<file path="src/rtl/game_pkg.sv">
// Shared types and constants for the reaction game blocks.
package game_pkg;

  typedef enum logic [2:0] {
    StIdle = 3'd0,
    StWait = 3'd1,
    StGo   = 3'd2,
    StShow = 3'd3,
    StFoul = 3'd4
  } state_e;

  localparam int unsigned MS_W    = 14;
  localparam int unsigned DELAY_W = 12;
  localparam int unsigned LFSR_W  = 16;

  // Taps 16,14,13,11 expressed as zero-based bit positions 15,13,12,10.
  localparam logic [LFSR_W-1:0] LFSR_TAPS = 16'hB400;

  function automatic logic [LFSR_W-1:0] lfsr_next(input logic [LFSR_W-1:0] v);
    return {v[LFSR_W-2:0], ^(v & LFSR_TAPS)};
  endfunction

endpackage

</file>
<file path="src/rtl/game_lfsr.sv">
// Free-running 16-bit Fibonacci LFSR, reloaded with SEED on reset.
module game_lfsr
  import game_pkg::*;
#(
  parameter logic [LFSR_W-1:0] SEED = 16'hACE1
) (
  input  logic              clk,
  input  logic              rst,
  output logic [LFSR_W-1:0] lfsr
);

  logic [LFSR_W-1:0] lfsr_q;

  always_ff @(posedge clk or posedge rst) begin
    if (rst) lfsr_q <= SEED;
    else     lfsr_q <= lfsr_next(lfsr_q);
  end

  assign lfsr = lfsr_q;

endmodule

</file>
<file path="src/rtl/reaction_round_ctrl.sv">
// Sequences one reaction round: random wait, GO, timing, then result or foul.
module reaction_round_ctrl
  import game_pkg::*;
#(
  parameter int unsigned       DELAY_MIN_MS = 1000,
  parameter logic [10:0]       DELAY_MASK   = 11'h7FF,
  parameter int unsigned       TIMEOUT_MS   = 9999,
  parameter logic [LFSR_W-1:0] LFSR_SEED    = 16'hACE1
) (
  input  logic            clk,
  input  logic            rst,
  input  logic            clk_500Hz,
  input  logic            clk_2Hz,
  input  logic            start_pulse,
  input  logic            react_pulse,
  output logic            go_led,
  output logic            fail_led,
  output logic            busy,
  output logic            timeout,
  output logic [MS_W-1:0] result_ms,
  output logic            result_valid,
  output logic [2:0]      state
);

  logic [LFSR_W-1:0]  lfsr;
  logic               clk_500Hz_q;
  logic               tick;
  state_e             state_q, state_d;
  logic [DELAY_W-1:0] delay_cnt_q, delay_cnt_d, delay_load;
  logic [MS_W-1:0]    ms_cnt_q, ms_cnt_d, result_q, result_d;
  logic               timeout_q, timeout_d, valid_q, valid_d;
  logic               go_q, busy_q;

  game_lfsr #(
    .SEED (LFSR_SEED)
  ) u_lfsr (
    .clk  (clk),
    .rst  (rst),
    .lfsr (lfsr)
  );

  // Either edge of the 500 Hz level is one millisecond.
  assign tick       = clk_500Hz ^ clk_500Hz_q;
  assign delay_load = DELAY_W'(DELAY_MIN_MS) + DELAY_W'(lfsr[10:0] & DELAY_MASK);

  always_comb begin
    state_d     = state_q;
    delay_cnt_d = delay_cnt_q;
    ms_cnt_d    = ms_cnt_q;
    result_d    = result_q;
    timeout_d   = timeout_q;
    valid_d     = 1'b0;
    case (state_q)
      StIdle, StShow, StFoul: begin
        if (start_pulse) begin
          delay_cnt_d = delay_load;
          timeout_d   = 1'b0;
          state_d     = StWait;
        end
      end
      StWait: begin
        if (react_pulse) begin
          state_d = StFoul;
        end else if (tick) begin
          if (delay_cnt_q == DELAY_W'(1)) begin
            state_d  = StGo;
            ms_cnt_d = '0;
          end else begin
            delay_cnt_d = delay_cnt_q - DELAY_W'(1);
          end
        end
      end
      StGo: begin
        // A press wins over a same-cycle tick and reports the pre-tick count.
        if (react_pulse) begin
          result_d = ms_cnt_q;
          valid_d  = 1'b1;
          state_d  = StShow;
        end else if (tick) begin
          if (ms_cnt_q == MS_W'(TIMEOUT_MS - 1)) begin
            result_d  = MS_W'(TIMEOUT_MS);
            timeout_d = 1'b1;
            valid_d   = 1'b1;
            state_d   = StShow;
          end else begin
            ms_cnt_d = ms_cnt_q + MS_W'(1);
          end
        end
      end
      default: state_d = StIdle;
    endcase
  end

  always_ff @(posedge clk or posedge rst) begin
    if (rst) begin
      clk_500Hz_q <= 1'b0;
      state_q     <= StIdle;
      delay_cnt_q <= '0;
      ms_cnt_q    <= '0;
      result_q    <= '0;
      timeout_q   <= 1'b0;
      valid_q     <= 1'b0;
      go_q        <= 1'b0;
      busy_q      <= 1'b0;
    end else begin
      clk_500Hz_q <= clk_500Hz;
      state_q     <= state_d;
      delay_cnt_q <= delay_cnt_d;
      ms_cnt_q    <= ms_cnt_d;
      result_q    <= result_d;
      timeout_q   <= timeout_d;
      valid_q     <= valid_d;
      go_q        <= (state_d == StGo);
      busy_q      <= (state_d == StWait) || (state_d == StGo);
    end
  end

  assign go_led       = go_q;
  assign busy         = busy_q;
  assign timeout      = timeout_q;
  assign result_ms    = result_q;
  assign result_valid = valid_q;
  assign state        = state_q;
  assign fail_led     = (state_q == StFoul) & clk_2Hz;

endmodule

</file>
<file path="config.mk">
export PLATFORM = sky130hd
export DESIGN_NAME = reaction_round_ctrl
export DESIGN_NICKNAME = d
export VERILOG_FILES = /design/src/rtl/game_pkg.sv /design/src/rtl/game_lfsr.sv /design/src/rtl/reaction_round_ctrl.sv
export SDC_FILE = /design/constraint.sdc
export NUM_CORES = 1
export LEC_CHECK = 0
export ABC_AREA = 0
export BUFFER_PORTS_ARGS = -buffer_cell sky130_fd_sc_hd__buf_2
export CAP_MARGIN = 20
export CORE_MARGIN = 1.5
export CORE_UTILIZATION = 55
export DETAILED_ROUTE_END_ITERATION = 12
export PLACE_DENSITY = 0.75
export SYNTH_ARGS = -nofsm -noshare
export SYNTH_HDL_FRONTEND = slang
export SYNTH_HIERARCHICAL = 1
export SYNTH_SLANG_ARGS = --single-unit
export TNS_END_PERCENT = 30
</file>
<file path="constraint.sdc">
create_clock -name clk -period 2.6 [get_ports clk]
set_clock_uncertainty 0.1 [all_clocks]
set_input_delay 0.52 -clock clk [delete_from_list [all_inputs] [get_ports clk]]
set_output_delay 0.52 -clock clk [all_outputs]
set_load 0.01 [all_outputs]
</file>
; Word-level counts from Yosys, hierarchy flattened
; Index checks and enable logic that the tools add are counted.
[totals]
out_inout_bits = 22
regBits = 64
word_cells = 77
memories = 0
ram_bits = 0
latchBits = 0
in_bits = 6
romBits = 0
[op_classes]
div_mod_pow = 0
reduce_logical = 13
add_sub_neg = 3
n_mux = 32
shifts = 0
n_bitwise = 2
n_mul = 0
magnitude_cmp = 0
eq_ne = 17
[ops]
columns = cell, count
row1 = 14-bit two-way mux, 9
row2 = 12-bit two-way mux, 4
row3 = 14-bit case mux with 2 select lines, 1
row4 = 12-bit case mux with 2 select lines, 1
row5 = 3-bit two-way mux, 7
row6 = "2-bit != test, second input constant", 9
row7 = 16-bit parity, 1
row8 = "14-bit by 1-bit adder with 14-bit output, second input constant", 1
row9 = "14-bit == test, second input constant", 1
row10 = "10-bit by 11-bit adder with 12-bit output, first input constant", 1
row11 = "12-bit by 1-bit == test with 1-bit output, second input constant", 1
row12 = "12-bit by 1-bit subtractor with 12-bit output, second input constant", 1
row13 = 5-bit AND reduction, 2
row14 = 2-bit nonzero test, 5
row15 = "3-bit by 2-bit == test with 1-bit output, second input constant", 3
row16 = 3-bit case mux with 3 select lines, 1
row17 = 1-bit two-way mux, 8
row18 = 7-bit AND reduction, 1
row19 = "3-bit by 1-bit == test with 1-bit output, second input constant", 2
row20 = "3-bit == test, second input constant", 1
row21 = 3-bit zero test, 1
row22 = 3-bit AND reduction, 1
row23 = 3-bit OR reduction, 1
row24 = 1-bit case mux with 2 select lines, 1
row25 = other kinds (3), 3

; Longest topological paths before layout
[depth]
depth_word = 7
ltp_mapped = 8
depth_no_buf = 8

; Hierarchy
; The synthesis kept the hierarchy.
[by_module_without_submodules]
columns = mod, n_inst, area_per_inst_um2, cells_each, seq_area_each_um2
row1 = reaction_round_ctrl, 1, 2582.5, 259, 1201.2
row2 = game_lfsr, 1, 440.4, 20, 410.4

; Least setup slack after synthesis
; Ideal clock, no wire load.
[synth_timing]
path_type = reg2reg
startpoint = register state_q[0], in the netlist state[0]
endpoint = register ms_cnt_q[13]
required_ps = 2375
n_path_buf = 2
arrival_time_ps = 2117
setup_slack_ps = 258
stages_incl_launch_ff = 8
path_cell_list = dfrtp_1 -> buf_6 -> or3b_1 -> buf_2 -> nor3_4 -> nand2_4 -> nor4_1 -> mux2_2
[synth_between]
elab_chain_cells = 3
elab_cells_between_ends = 11
classes_between = eq/ne (8) / mux (1) / reduce/logical (2)
[synth_rtl]
columns = item, line_no
row1 = "start, declared", reaction_round_ctrl.sv:28  ; state_e state_q, state_d;
row2 = "start signal, assigned", reaction_round_ctrl.sv:97  ; state_q <= StIdle;
row3 = "start signal, assigned", reaction_round_ctrl.sv:107  ; state_q <= state_d;
row4 = 3-bit by 2-bit == test with 1-bit output / 3-bit by 1-bit == test with 1-bit output (equally long branches), reaction_round_ctrl.sv:53  ; case (state_q)
row5 = 2-bit != test (no line) / 2-bit nonzero test (equally long branches), --
row6 = 7-bit AND reduction (no line), --
row7 = "end signal, assigned", reaction_round_ctrl.sv:109  ; ms_cnt_q <= ms_cnt_d;
row8 = "end, declared", reaction_round_ctrl.sv:30  ; logic [MS_W-1:0] ms_cnt_q, ms_cnt_d, result_q, result_d;
; Several ways; a longest one is shown, not always the timed one.
; A chain may end at the register's enable or synchronous reset.

; Final worst setup path
[layout_timing]
startpoint = register delay_cnt_q[0]
endpoint = register delay_cnt_q[10]
[layout_between]
elab_chain_cells = 5
elab_cells_between_ends = 8
classes_between = add/sub (1) / eq/ne (2) / mux (4) / reduce/logical (1)
[layout_rtl]
columns = item, line_no
row1 = "start, declared", reaction_round_ctrl.sv:29  ; logic [DELAY_W-1:0] delay_cnt_q, delay_cnt_d, delay_load;
row2 = "start signal, assigned", reaction_round_ctrl.sv:108  ; delay_cnt_q <= delay_cnt_d;
row3 = 12-bit by 1-bit subtractor with 12-bit output, reaction_round_ctrl.sv:69  ; delay_cnt_d = delay_cnt_q - DELAY_W'(1);
row4 = 12-bit two-way mux, reaction_round_ctrl.sv:65  ; if (delay_cnt_q == DELAY_W'(1)) begin
row5 = 12-bit two-way mux, reaction_round_ctrl.sv:64  ; end else if (tick) begin
row6 = 12-bit two-way mux, reaction_round_ctrl.sv:62  ; if (react_pulse) begin
row7 = 12-bit case mux with 2 select lines, reaction_round_ctrl.sv:53
; Several ways; a longest one is shown, not always the timed one. The select of a mux whose other input is x is not followed.

==> summary.txt <==
Status
  • Status: complete, no violations

STA
  • Setup WS post-layout: ~0.18 ns
  • RSZ-0062 raised after global routing: false
  • Tcrit/Tclk final: 93.24%
  • Crit path time final: 2.424 ns
  • Relative slew slack: 50.09%
  • Setup TNS: 0 ns
  • Final Max Slew Viols: 0
  • # setup viols final: 0
  • Fmax: 0.4125 GHz
  • Final Hold Vio Count: 0
  • Worst-margin pin slew: 0.7297 ns

Synthesis
  • Seq/Total Area, Yosys: 53.31%
  • Synth Flop Type: dfrtp_1
  • Synth cell types: 61
  • Syn nets: between 200 and 300
  • Number of synthesized register bits: between 60 and 70
  • Ranking of synthesized cells by area: dfrtp_1, dfstp_2, o21ai_0
  • Synth Warn #: 6
  • Leading area contributor after synthesis: dfrtp_1
  • Post-synth EDFFs: 0
  • Synth Instances: around 280
  • Yosys top cell area share: 46.36%
  • Post-Syn Area: 3023 sq um
  • Post-Syn Area per Cell: 10.83 sq um
  • Post-synthesis async set-or-reset flop share: 100.0%

Clocking
  • Worst-path clk slew: 0.07 ns
  • Clk sinks: 64
  • Hold buffers post-CTS: 0
  • Post-cts sizing count: 0
  • Max H-tree Level: 3
  • Total CTS buffers: 9
  • Clock Root Buffer: clkbuf_8
  • CTS tree: done
  • Clk buf depth: 2
  • Worst-Skew Late Latency: roughly 0.34 ns
  • Post-CTS Setup Repair Bufs: 0

Cells and area
  • Antenna cells: 0
  • Final Non-Filler Cells: 396
  • Most frequent cells in the layout: dfrtp_1, buf_2, nand2_1
  • Synth-to-layout area growth: 15.73%
  • Design area: 3498 sq um
  • Layout cell share with drive strength beyond 1: between 20% and 30%
  • Commonest non-fill, non-tap cell in the layout: dfrtp_1
  • Net count of the finished layout: about 330

Placement
  • DP Worst Slack: 0.1943 ns
  • Cells after DPL: between 300 and 400
  • Post-DP HPWL: 4360 microns
  • IO buf count: 27
  • Dpl cell area: 3299 sq um
  • GPL Wtd Cong: 0.8321

Detailed routing
  • Final ANT Viol Nets: 0
  • Vias per Instance: approximately 5.9
  • Via Count: roughly 2300
  • Initial DRC count: 199
  • Initial DRT Pass Iterations: 4
  • WL/cell: 16.05 microns
  • Drc violations: 0
  • Final WL: ~6400 microns

Floorplanning
  • Die H: 77.14 microns
  • Rows: 26
  • Die area: between 5000 and 6000 sq um
  • IO Pins: 28
  • DIE WIDTH: 77.14 microns
  • Core area: around 5200 sq um
  • Initial Utilization: 58.08%

GRT
  • Global-route wire length before repair: 10730 microns
  • Grt ovf: 0
  • Total track usage: 23.13%
  • Pin count of the biggest net entering global routing: 49
  • Vias in the first global route: 2167
  • Initial antenna violation count: 0

Pwr
  • Leakage: about 1.6 nW
  • Maximum vdd ir drop: 0.3780 mV
  • Total power draw: approximately 2.7 mW
  • Pwr/cell area: 780.9 nW/um^2

Critical path
  • Worst setup SP type: flip-flop
  • Capture point of the worst reg-to-reg path: delay_cnt_q[10]
  • R2r worst-path depth: 7
  • R2R setup slack: 0.18 ns
  • CP Data Arrival Time: around 2.6 ns
  • Critical path class: flip-flop to flip-flop
  • Worst setup EP type: flip-flop
  • Reg-to-Reg Start: delay_cnt_q[0]
  • WP data required: approximately 2.8 ns
  • Worst-path fanout max: 5

Worst hold path
  • Worst min path class: input pin to asynchronous set/reset pin

Run
  • Maximum Capacitance Violations: 0
## worst max path at each step
stage,start,to,slack (ns),cells after the start
after floorplan,state[0],ms_cnt_q[13],0.26,7
after global placement,delay_cnt_q[8],busy,0.28,5
after detailed placement,delay_cnt_q[0],delay_cnt_q[10],0.19,7
after CTS,delay_cnt_q[0],delay_cnt_q[10],0.18,7
after global routing,delay_cnt_q[0],delay_cnt_q[10],0.09,7
final,delay_cnt_q[0],delay_cnt_q[10],0.18,7
## routing by layer
layer,share of wire [%],track usage [%],up-vias
li1,-,-,1126
met1,49,34.80,1125
met2,44,31.93,62
met3,5.7,4.762,4
met4,0.79,10.55,0
met5,0,0,-
## stage by stage
| stage | util [%] | hold slack (ns) |
|---|---|---|
| floorplan | - | 0.2330 |
| global placement | 63.39 | 0.2377 |
| detailed placement | 63.39 | 0.2395 |
| CTS | 67.21 | 0.1541 |
| global route | 67.21 | 0.2104 |
| finish | 67.21 | 0.1456 |
## cells in the mapped netlist, types with 3 or more instances
| master | instances |
|---|---|
| or4_4 | 3 |
| nor2_1 | 19 |
| xnor2_1 | 6 |
| xor2_1 | 9 |
| nor2b_1 | 3 |
| clkbuf_1 | 5 |
| or4_1 | 5 |
| nor3b_1 | 3 |
| o22a_1 | 7 |
| nor3_1 | 7 |
| nand2_1 | 22 |
| a21oi_1 | 10 |
| nand4_1 | 6 |
| dfstp_2 | 8 |
| nor4_1 | 3 |
| o21ai_0 | 21 |
| nand3_1 | 5 |
| a22o_1 | 10 |
| or3_1 | 4 |
| inv_1 | 7 |
| dfrtp_1 | 56 |
| and2_1 | 4 |
| ha_1 | 5 |
| o31ai_1 | 6 |
## critical path, stage by stage, from the launching register on
cell	delay [ns]
dfrtp_1	0.41
inv_1	0.10
ha_1	0.19
or3b_2	0.48
or3_1	0.39
or4_1	0.40
o21ai_0	0.11
a22o_1	0.19
## cells by family after synthesis
| kind of cell | share of synthesized area, % |
|---|---|
| AND/OR/NAND/NOR | 19.33 |
| AO/OA/AOI/OAI | 17.38 |
| multiplexers | 0.8690 |
| XOR/XNOR | 4.346 |
| flip-flops | 53.31 |
| buffers and inverters | 2.690 |
| adder cells (fa/ha/maj) | 2.070 |
## flip-flops by register name, summed over array words and instances, names as in the netlist
signal / cells
busy: 1
clk_500Hz_q: 1
delay_cnt_q: 12
go_led: 1
ms_cnt_q: 14
result_ms: 14
result_valid: 1
state: 3
timeout: 1
u_lfsr/lfsr: 16
## layout make-up
cell class / instances / area [sq um]
clock buffers: 13 / 158.9
multi-input cells: 197 / 1330
inverters: 8 / 30.03
flip-flops and latches: 64 / 1612
well taps: 70 / 87.58
repair buffers: 41 / 240.2
fillers: 408 / 1707
clock inverters: 3 / 40.04
## report_power, final
group | switching [mW] | internal (mW) | total, mW
sequential | 0.113 | 1.12 | 1.23
clock | 0.361 | 0.493 | 0.853
combinational | 0.360 | 0.287 | 0.647
total | 0.834 | 1.90 | 2.73
(Power assumes the default switching activity.)
